`src/rtl/risc_fu_pkg.sv`:
```
// Shared function-unit definitions: FS select codes and
// the multiply sequencer state type.
package risc_fu_pkg;

  localparam logic [4:0] FS_PASSA = 5'b00000;
  localparam logic [4:0] FS_PASSB = 5'b00001;
  localparam logic [4:0] FS_ADD   = 5'b00010;
  localparam logic [4:0] FS_ADDC  = 5'b00011;
  localparam logic [4:0] FS_INC   = 5'b00100;
  localparam logic [4:0] FS_SUB   = 5'b00101;
  localparam logic [4:0] FS_SUBB  = 5'b00110;
  localparam logic [4:0] FS_DEC   = 5'b00111;
  localparam logic [4:0] FS_AND   = 5'b01000;
  localparam logic [4:0] FS_OR    = 5'b01001;
  localparam logic [4:0] FS_XOR   = 5'b01010;
  localparam logic [4:0] FS_NOT   = 5'b01011;
  localparam logic [4:0] FS_SLL   = 5'b01100;
  localparam logic [4:0] FS_SRL   = 5'b01101;
  localparam logic [4:0] FS_SRA   = 5'b01110;

  typedef enum logic [1:0] {
    IDLE,
    RUN,
    DONE
  } mul_state_t;

endpackage

```
`src/rtl/fu_mul_sequencer_if.sv`:
```
// Borrowed function-unit port: req/gnt handshake,
// operand/select steering and combinational result.
interface fu_mul_sequencer_if #(
  parameter int WIDTH = 32
);

  logic             fu_req;
  logic             fu_gnt;
  logic [WIDTH-1:0] fu_a;
  logic [WIDTH-1:0] fu_b;
  logic [4:0]       fu_sh;
  logic [4:0]       fu_fs;
  logic [WIDTH-1:0] fu_f;
  logic             fu_c;

  modport master (
    output fu_req,
    output fu_a,
    output fu_b,
    output fu_sh,
    output fu_fs,
    input  fu_gnt,
    input  fu_f,
    input  fu_c
  );

  modport slave (
    input  fu_req,
    input  fu_a,
    input  fu_b,
    input  fu_sh,
    input  fu_fs,
    output fu_gnt,
    output fu_f,
    output fu_c
  );

endinterface

```
`src/rtl/fu_mul_sequencer.sv`:
```
// Unsigned shift-and-add multiplier that borrows the
// shared function unit for one ADD per iteration.
module fu_mul_sequencer
  import risc_fu_pkg::*;
#(
  parameter int WIDTH = 32
) (
  input  logic               CLK,
  input  logic               RESET,
  input  logic               start,
  input  logic               abort,
  input  logic [WIDTH-1:0]   a,
  input  logic [WIDTH-1:0]   b,
  output logic               busy,
  output logic               done,
  output logic [2*WIDTH-1:0] product,
  fu_mul_sequencer_if.master fu
);

  localparam int CW = $clog2(WIDTH) + 1;
  localparam logic [CW-1:0] LAST = CW'(WIDTH - 1);

  mul_state_t state;

  logic [WIDTH-1:0]   m_q;
  logic [WIDTH-1:0]   q_q;
  logic [WIDTH-1:0]   p_q;
  logic [CW-1:0]      cnt;
  logic               req_q;
  logic               run;
  logic [2*WIDTH-1:0] nxt;

  assign run = (state == RUN);

  // carry of the add becomes the top bit of shifted P
  assign nxt = {fu.fu_c, fu.fu_f, q_q[WIDTH-1:1]};

  assign fu.fu_req = req_q;
  assign fu.fu_a   = run ? p_q : '0;
  assign fu.fu_b   = (run && q_q[0]) ? m_q : '0;
  assign fu.fu_sh  = '0;
  assign fu.fu_fs  = FS_ADD;

  always_ff @(posedge CLK) begin
    if (RESET) begin
      state   <= IDLE;
      m_q     <= '0;
      q_q     <= '0;
      p_q     <= '0;
      cnt     <= '0;
      product <= '0;
      busy    <= 1'b0;
      done    <= 1'b0;
      req_q   <= 1'b0;
    end else begin
      done <= 1'b0;
      unique case (state)
        IDLE: begin
          if (start) begin
            m_q   <= a;
            q_q   <= b;
            p_q   <= '0;
            cnt   <= '0;
            state <= RUN;
            busy  <= 1'b1;
            req_q <= 1'b1;
          end
        end
        RUN: begin
          if (abort) begin
            state <= IDLE;
            busy  <= 1'b0;
            req_q <= 1'b0;
          end else if (fu.fu_gnt) begin
            {p_q, q_q} <= nxt;
            cnt        <= cnt + 1'b1;
            if (cnt == LAST) begin
              product <= nxt;
              state   <= DONE;
              done    <= 1'b1;
              req_q   <= 1'b0;
            end
          end
        end
        DONE: begin
          state <= IDLE;
          busy  <= 1'b0;
        end
        default: begin
          state <= IDLE;
          busy  <= 1'b0;
          req_q <= 1'b0;
        end
      endcase
    end
  end

endmodule
```
`src/flat_wrapper.sv`:
```
// flat-port wrapper written by rule: the top's interface ports become plain ports
module fu_mul_sequencer_flat import risc_fu_pkg::*;
#(
  parameter int WIDTH = 32
)
  (CLK, RESET, start, abort, a, b, busy, done, product, fu_fu_req, fu_fu_a, fu_fu_b, fu_fu_sh, fu_fu_fs, fu_fu_gnt, fu_fu_f, fu_fu_c);
  fu_mul_sequencer_if #(.WIDTH(WIDTH)) fu_i ();
  input  logic CLK;
  input  logic RESET;
  input  logic start;
  input  logic abort;
  input  logic [WIDTH-1:0] a;
  input  logic [WIDTH-1:0] b;
  output logic busy;
  output logic done;
  output logic [2*WIDTH-1:0] product;
  output wire logic [$bits(fu_i.fu_req)-1:0] fu_fu_req;
  output wire logic [$bits(fu_i.fu_a)-1:0] fu_fu_a;
  output wire logic [$bits(fu_i.fu_b)-1:0] fu_fu_b;
  output wire logic [$bits(fu_i.fu_sh)-1:0] fu_fu_sh;
  output wire logic [$bits(fu_i.fu_fs)-1:0] fu_fu_fs;
  input wire logic [$bits(fu_i.fu_gnt)-1:0] fu_fu_gnt;
  input wire logic [$bits(fu_i.fu_f)-1:0] fu_fu_f;
  input wire logic [$bits(fu_i.fu_c)-1:0] fu_fu_c;
  assign fu_fu_req = fu_i.fu_req;
  assign fu_fu_a = fu_i.fu_a;
  assign fu_fu_b = fu_i.fu_b;
  assign fu_fu_sh = fu_i.fu_sh;
  assign fu_fu_fs = fu_i.fu_fs;
  assign fu_i.fu_gnt = fu_fu_gnt;
  assign fu_i.fu_f = fu_fu_f;
  assign fu_i.fu_c = fu_fu_c;
  fu_mul_sequencer #(.WIDTH(WIDTH)) u_core (.CLK(CLK), .RESET(RESET), .start(start), .abort(abort), .a(a), .b(b), .busy(busy), .done(done), .product(product), .fu(fu_i));
endmodule
```
`config.mk`:
```
export PLATFORM = sky130hd
export DESIGN_NAME = fu_mul_sequencer_flat
export DESIGN_NICKNAME = d
export VERILOG_FILES = /design/src/rtl/risc_fu_pkg.sv /design/src/rtl/fu_mul_sequencer_if.sv /design/src/rtl/fu_mul_sequencer.sv /design/src/flat_wrapper.sv
export SDC_FILE = /design/constraint.sdc
export NUM_CORES = 1
export LEC_CHECK = 0
export BUFFER_PORTS_ARGS = -buffer_cell sky130_fd_sc_hd__buf_2
export CAP_MARGIN = 10
export CORE_ASPECT_RATIO = 0.8
export CORE_MARGIN = 1
export CORE_UTILIZATION = 30
export CTS_CLUSTER_DIAMETER = 120
export DETAILED_ROUTE_END_ITERATION = 10
export HOLD_SLACK_MARGIN = 0.1
export MAX_ROUTING_LAYER = met4
export PLACE_DENSITY_LB_ADDON = 0.08
export RECOVER_POWER = 100
export SETUP_SLACK_MARGIN = 0.05
export SLEW_MARGIN = 0
export SYNTH_ARGS = -nofsm -noshare
export SYNTH_HDL_FRONTEND = slang
export SYNTH_SLANG_ARGS = --single-unit
```
`constraint.sdc`:
```
create_clock -name CLK -period 3.35 [get_ports CLK]
set_input_delay 0.67 -clock CLK [delete_from_list [all_inputs] [get_ports CLK]]
set_output_delay 0.67 -clock CLK [all_outputs]
set_load 0.05 [all_outputs]
```
==> results.py, run 1 <==
metrics = {
    "run_status": {
        "status": "finished with violations",
        "violations": "capacitance limit, slew limit",
    },
    "yosys": {
        "yosysMostFrequentCell": "nand2_1",
        "synth_area_leaders": "dfxtp_1 (47%), nand2_1 (13%), mux2i_1 (9.3%), a21oi_1 (4.7%), a311oi_1 (3.8%)",
        "synth_top_family_by_area": "simple AND/OR/NAND/NOR gates",
        "synth_warnings": 0,
        "ys_seq_area_share_pct": 46.79,
        "async_reset_ff_share_pct": 0,
        "synth_cell_types": 35,
        "synth-compound-area-share_pct": 11.54,
        "yosysTopAreaCell": "dfxtp_1",
        "synthAdderAreaFrac_pct": 0.1710,
        "synth_mux_area_share_pct": 9.304,
        "yosysTopAreaCellShare_pct": 46.79,
        "synth_edf_count": 0,
        "synth-seq-cells": 171,
        "synth_cells": 893,
        "synthSimpleGateAreaFrac_pct": 25.62,
        "syn_area_per_cell_um2": 8.192,
        "synth_commonest_cells": "nand2_1 (260), dfxtp_1 (171), a21oi_1 (68), mux2i_1 (68), clkbuf_1 (49)",
        "ys.flop_type": "dfxtp_1",
        "synth_xor_area_share_pct": 0,
        "synth_area_um2": 7316,
    },
    "cells_and_area": {
        "layout-area-overhead-vs-synth_pct": 24.61,
        "drive_above_1_share_pct": 15.75,
        "final_cell_area_um2": 9116,
        "final_cells": 1399,
        "fin_util_pct": 38.55,
        "fin_nets": 1176,
    },
    "timing": {
        "tightest_slew_ns": 1.600,
        "setup_viol": 0,
        "finalMaxSlewViolations": 72,
        "period_needed_ns": 3.012,
        "slew_headroom_pct": -6.699,
        "clock_skew_ns": 0.008557,
        "fmax_mhz": 332.0,
        "rsz0062_at_grt": "no",
        "hold_slack_ns": 0.4490,
        "final_hold_viol_count": 0,
        "tns_ns": 0,
        "finalCritPeriodShare_pct": 89.91,
    },
    "detailed_routing": {
        "dr.pass1.iters": 4,
        "drt_first_iter_violations": 398,
        "wirelength_um": 22380,
        "vias_per_cell": 4.812,
        "routedWlPerCell_um": 16.00,
        "vias": 6732,
        "post-route-drc-count": 0,
        "antenna_left": 0,
    },
    "critical_path": {
        "worstPathCellList": "nor2b_4, buf_12, and3_1, clkbuf_1",
        "critPathKind": "flip-flop to output port",
        "cpMaxStageDelayCell": "dfxtp_1",
        "crit_buf_inv": 2,
        "cp-end-kind": "output port",
        "cp_top_family": "buffers and inverters",
        "cp_max_fo": 60,
        "timing.rr.start": "u_core.state[1]$_SDFFE_PP0P_",
        "required_ns": 2.68,
        "cp_data_arrival_time_ns": 2.34,
        "max_stage_delay_ns": 0.58,
        "rr_worst_depth": 4,
        "timing.rr.end": "u_core.q_q[14]$_SDFFE_PP0P_",
        "startpoint_type": "flip-flop",
        "r2r_slack_ns": 0.53,
    },
    "global_routing": {
        "grt_max_degree": 85,
        "antenna_found_initial": 1,
        "grt_pass1_vias": 6464,
        "grt_overflow_total": 0,
        "track_usage_pct": 18.22,
        "grt_pass1_wl_um": 34700,
    },
    "placed_design": {
        "dp.cells": 1366,
        "routabilityCongestion": 0.7291,
        "place.detailed.hpwl_um": 13810,
        "place_area_um2": 8641,
        "portBuffers": 232,
    },
    "min_path": {
        "hold-path-cell-count": 2,
        "min_path_type": "flip-flop to flip-flop",
        "hold_start": "u_core.m_q[11]$_SDFFE_PP0P_",
        "hold_end": "u_core.m_q[11]$_SDFFE_PP0P_",
    },
    "floorplanning": {
        "die_height_um": 141.7,
        "rows": 50,
        "top_level_ports": 243,
        "die_x_um": 176.6,
        "initial_core_util_pct": 30.94,
        "die_area_um2": 25020,
        "coreArea_um2": 23650,
    },
    "cts": {
        "path_clk_slew_ns": 0.06,
        "ctsHoldBuffers": 0,
        "cts_root_buffer": "clkbuf_16",
        "cts_tree": "yes",
        "clk_latency_ns": 0.43,
        "cts_buffers": 17,
        "cts_sinks": 171,
        "htree_levels": 4,
        "clock_path_buffers": 2,
        "ctsResizeCount": 0,
        "cts_setup_buffers": 0,
    },
    "run": {
        "drv_cap": 1,
    },
    "pwr": {
        "vdd_drop_max_v": 0.0003326,
        "leakagePower_nw": 3.539,
        "powerDensity_nw_per_um2": 540.3,
    },
}
kinds of logic (layout without fill, tap and decap cells):
| group | count (synthesis) | count (layout) |
|---|---|---|
| buffers and inverters | 97 | 282 |
| and+or+nand+nor | 413 | 413 |
| muxes | 68 | 68 |
| other | 2 | 11 |
| AOI/OAI and AO/OA | 141 | 141 |
| adders and majority gates | 1 | 1 |
| DFF | 171 | 171 |
stage by stage:
step | total power, mW | setup WS, ns
2_1_floorplan | 2.548 | 1.148
3_3_place_gp | 2.726 | 0.9476
3_5_place_dp | 2.725 | 0.8712
4_1_cts | 5.009 | 0.5159
5_1_grt | 5.154 | 0.2028
6_report | 4.926 | 0.3381
layout make-up:
class / instances / area, um2
Sequential cell: 171 / 3423
Antenna cell: 1 / 2.502
Fill cell: 2575 / 14530
Clock buffer: 20 / 456.7
Timing Repair Buffer: 248 / 1154
Inverter: 2 / 10.01
Clock inverter: 12 / 209.0
Tap cell: 312 / 390.4
Multi-Input combinational cell: 633 / 3471
state kept, by name (all words and copies together), names as in the netlist:
signal	cells
u_core.busy	1
u_core.q_q	32
u_core.product	64
u_core.done	1
u_core.cnt	6
u_core.fu.fu_req	1
u_core.m_q	32
u_core.p_q	32
u_core.state	2
layout by cell type, fill, tap and decap left out, drive strengths merged, types with 2 or more instances in the layout:
cell type  instances
and2              34
conb              10
buf              131
nor2b              2
nand2b             2
a311oi            32
nand3             39
o211ai             2
and3              32
o21ai             34
clkinvlp           2
a21oi             68
or3                4
dfxtp            171
o2111ai            2
clkinv             2
inv                5
nand2            260
bufinv             5
nor3              33
mux2i             68
clkbuf           137
worst max-delay path by stage:
stage | startpoint | to | slack [ns] | depth (start not counted)
after floorplan | u_core.state[0]$_SDFFE_PP0P_ | fu_fu_a[0] | 1.15 | 5
after global placement | start | u_core.q_q[15]$_SDFFE_PP0P_ | 0.95 | 5
after detailed placement | start | u_core.q_q[13]$_SDFFE_PP0P_ | 0.87 | 5
after CTS | u_core.state[0]$_SDFFE_PP0P_ | fu_fu_b[4] | 0.52 | 4
after global routing | u_core.state[0]$_SDFFE_PP0P_ | fu_fu_b[11] | 0.20 | 4
final | u_core.state[0]$_SDFFE_PP0P_ | fu_fu_b[26] | 0.34 | 4
routing by layer:
metal / wire length (um) / vias up / track usage, % / share of wire (%)
met5: 0 / - / - / 0
met2: 9525 / 181 / 26.71 / 43
met4: 184 / 0 / 4.265 / 0.82
li1: - / 3384 / - / -
met3: 1511 / 14 / 5.493 / 6.8
met1: 11160 / 3153 / 24.40 / 50
tightest hold or removal path: stages, from the launching register on:
cell,delay [ns]
dfxtp_1,0.30
nand2_1,0.05
a21oi_1,0.05
where the power goes:
group          switching (mW)  internal, mW  total [mW]
registers              0.0520          2.11        2.17
logic                   0.340         0.160       0.500
clock network           0.884          1.38        2.26
Note: power is estimated with default switching activity, not from simulation.
==> inputs of run 2 (changes only) <==
--- a/config.mk
+++ b/config.mk
@@ -5,13 +5,14 @@
 export SDC_FILE = /design/constraint.sdc
 export NUM_CORES = 1
 export LEC_CHECK = 0
-export BUFFER_PORTS_ARGS = -buffer_cell sky130_fd_sc_hd__buf_2
 export CAP_MARGIN = 10
 export CORE_ASPECT_RATIO = 0.8
 export CORE_MARGIN = 1
 export CORE_UTILIZATION = 30
 export CTS_CLUSTER_DIAMETER = 120
 export DETAILED_ROUTE_END_ITERATION = 10
+export DONT_BUFFER_PORTS = 1
+export GPL_TIMING_DRIVEN = 0
 export HOLD_SLACK_MARGIN = 0.1
 export MAX_ROUTING_LAYER = met4
 export PLACE_DENSITY_LB_ADDON = 0.08
==> run 2 against run 1 <==
The flow now finishes without violations. Clock-buffer cell count rose by 1. Via count fell by 7.9%. Die area did not move. Sequential cell count did not move. Register-to-register slack improved by 0.58 ns. Power fell by 3.6%. Critical path depth rose by 1. Core utilization fell by 3.2 points. Sequential share of layout area rose by 3.4 points.
==> results.py, run 2 (synthesis results as in run 1) <==
metrics = {
    "floorplanning": {
        "coreArea_um2": 23650,
        "die_x_um": 176.6,
        "initial_core_util_pct": 30.94,
        "top_level_ports": 243,
        "rows": 50,
        "die_height_um": 141.7,
        "die_area_um2": 25020,
    },
    "min_path": {
        "min_path_type": "primary input to flip-flop",
    },
    "detailed_routing": {
        "antenna_left": 0,
        "post-route-drc-count": 0,
        "vias_per_cell": 4.986,
        "wirelength_um": 24330,
        "dr.pass1.iters": 5,
        "drt_first_iter_violations": 332,
        "vias": 6202,
        "routedWlPerCell_um": 19.55,
    },
    "critical_path": {
        "crit_end": "fu_fu_a[2]",
        "rr_worst_depth": 6,
        "r2r_slack_ns": 1.11,
        "startpoint": "u_core.state[0]$_SDFFE_PP0P_",
        "cp_max_fo": 10,
        "timing.rr.start": "u_core.state[0]$_SDFFE_PP0P_",
        "max_stage_delay_ns": 0.54,
        "cpMaxStageDelayCell": "and2_1",
        "startpoint_type": "flip-flop",
        "cp-end-kind": "output port",
        "timing.rr.end": "u_core.p_q[15]$_SDFFE_PP0P_",
        "worstPathCellList": "nor2b_1, buf_2, clkbuf_2, clkbuf_1, and2_1",
        "critPathKind": "flip-flop to output port",
        "cp_data_arrival_time_ns": 2.49,
        "required_ns": 2.68,
    },
    "cts": {
        "cts_root_buffer": "clkbuf_16",
        "ctsHoldBuffers": 0,
        "cts_sinks": 171,
        "path_clk_slew_ns": 0.07,
        "htree_levels": 4,
        "clock_path_buffers": 2,
        "cts_tree": "yes",
        "cts_buffers": 17,
        "clk_latency_ns": 0.43,
    },
    "pwr": {
        "vdd_drop_max_v": 0.0003017,
        "powerDensity_nw_per_um2": 568.4,
        "leakagePower_nw": 3.038,
    },
    "run_status": {
        "status": "complete, no violations",
    },
    "timing": {
        "slew_headroom_pct": 51.25,
        "rsz0062_at_grt": "no",
        "finalMaxSlewViolations": 0,
        "tightest_slew_ns": 0.7312,
        "fmax_mhz": 316.0,
        "clock_skew_ns": 0.01140,
        "tns_ns": 0,
        "final_hold_viol_count": 0,
        "setup_viol": 0,
        "finalCritPeriodShare_pct": 94.48,
        "period_needed_ns": 3.165,
    },
    "cells_and_area": {
        "largest_reg_flops": 64,
        "final_common_cell": "nand2_1",
        "layout-area-overhead-vs-synth_pct": 14.14,
        "layout_common_cells": "nand2_1 (260), dfxtp_1 (171), a21oi_1 (68), mux2i_1 (68), clkbuf_1 (60)",
        "fin_nets": 1023,
        "top_register": "u_core.product",
        "drive_above_1_share_pct": 7.833,
        "final_cell_area_um2": 8351,
        "diodes": 0,
    },
    "global_routing": {
        "grt_overflow_total": 0,
        "grt_pass1_wl_um": 36930,
        "antenna_found_initial": 0,
        "track_usage_pct": 19.97,
        "grt_max_degree": 17,
        "grt_pass1_vias": 6141,
    },
    "placed_design": {
        "place_area_um2": 7736,
        "place.detailed.hpwl_um": 17420,
        "portBuffers": 0,
        "routabilityCongestion": 0.7959,
    },
    "run": {
        "drv_cap": 0,
    },
}
[run 2: stage by stage]
step	hold WS (ns)	utilization, %	setup WS [ns]	cells	power (mW)
4_1_cts	0.3448	35.30	0.1331	1244	4.817
2_1_floorplan	0.4319	-	1.148	901	2.548
5_1_grt	0.3558	35.31	0.04058	1244	4.950
3_3_place_gp	0.4393	32.71	0.5952	1213	2.688
3_5_place_dp	0.4418	32.71	0.6131	1213	2.687
6_report	0.3721	35.31	0.1851	1244	4.746
[run 2: metal layers]
metal  up-vias  wire [um]  global-route usage, %
li1       3067          -                      -
met1      2925      11880                  27.08
met2       195      10040                  27.99
met3        15       2135                  6.860
met4         0        276                  5.127
met5         -          0                      -
[run 2: what timing repair did]
item / in CTS / in global routing
buffers inserted: 0 / 0
resized for setup: 0 / 10
endpoints found under the setup margin: 0 / 10
[run 2: area by class of cell]
type,count,area (um2)
multi-input combinational,633,3462
clock buffer,21,470.5
fill,2512,15300
clock inverter,10,140.1
buffer,95,456.7
tap,312,390.4
inverter,2,7.507
sequential,171,3423
[run 2: where the power goes]
| part | internal [mW] | switching, mW | leakage, nW |
|---|---|---|---|
| sequential | 2.11 | 0.0638 | 1.39 |
| clock | 1.23 | 0.878 | 0.292 |
| combinational | 0.129 | 0.329 | 1.35 |
| total | 3.48 | 1.27 | 3.04 |
[run 2: how the worst min path moves through the flow]
stage,start,to,slack (ns),cells past startpoint
2_1_floorplan,u_core.m_q[10]$_SDFFE_PP0P_,u_core.m_q[10]$_SDFFE_PP0P_,0.43,2
3_3_place_gp,u_core.m_q[23]$_SDFFE_PP0P_,u_core.m_q[23]$_SDFFE_PP0P_,0.44,2
3_5_place_dp,u_core.m_q[12]$_SDFFE_PP0P_,u_core.m_q[12]$_SDFFE_PP0P_,0.44,2
4_1_cts,a[27],u_core.m_q[27]$_SDFFE_PP0P_,0.34,2
5_1_grt,fu_fu_f[9],u_core.product[40]$_SDFFE_PP0P_,0.36,2
6_report,a[27],u_core.m_q[27]$_SDFFE_PP0P_,0.37,2
[run 2: worst max-delay path: cells and delay by family, from the launching register on]
kind | cells | cell delay, ns
and+or+nand+nor | 2 | 0.70
buffers and inverters | 3 | 0.89
DFF | 1 | 0.48
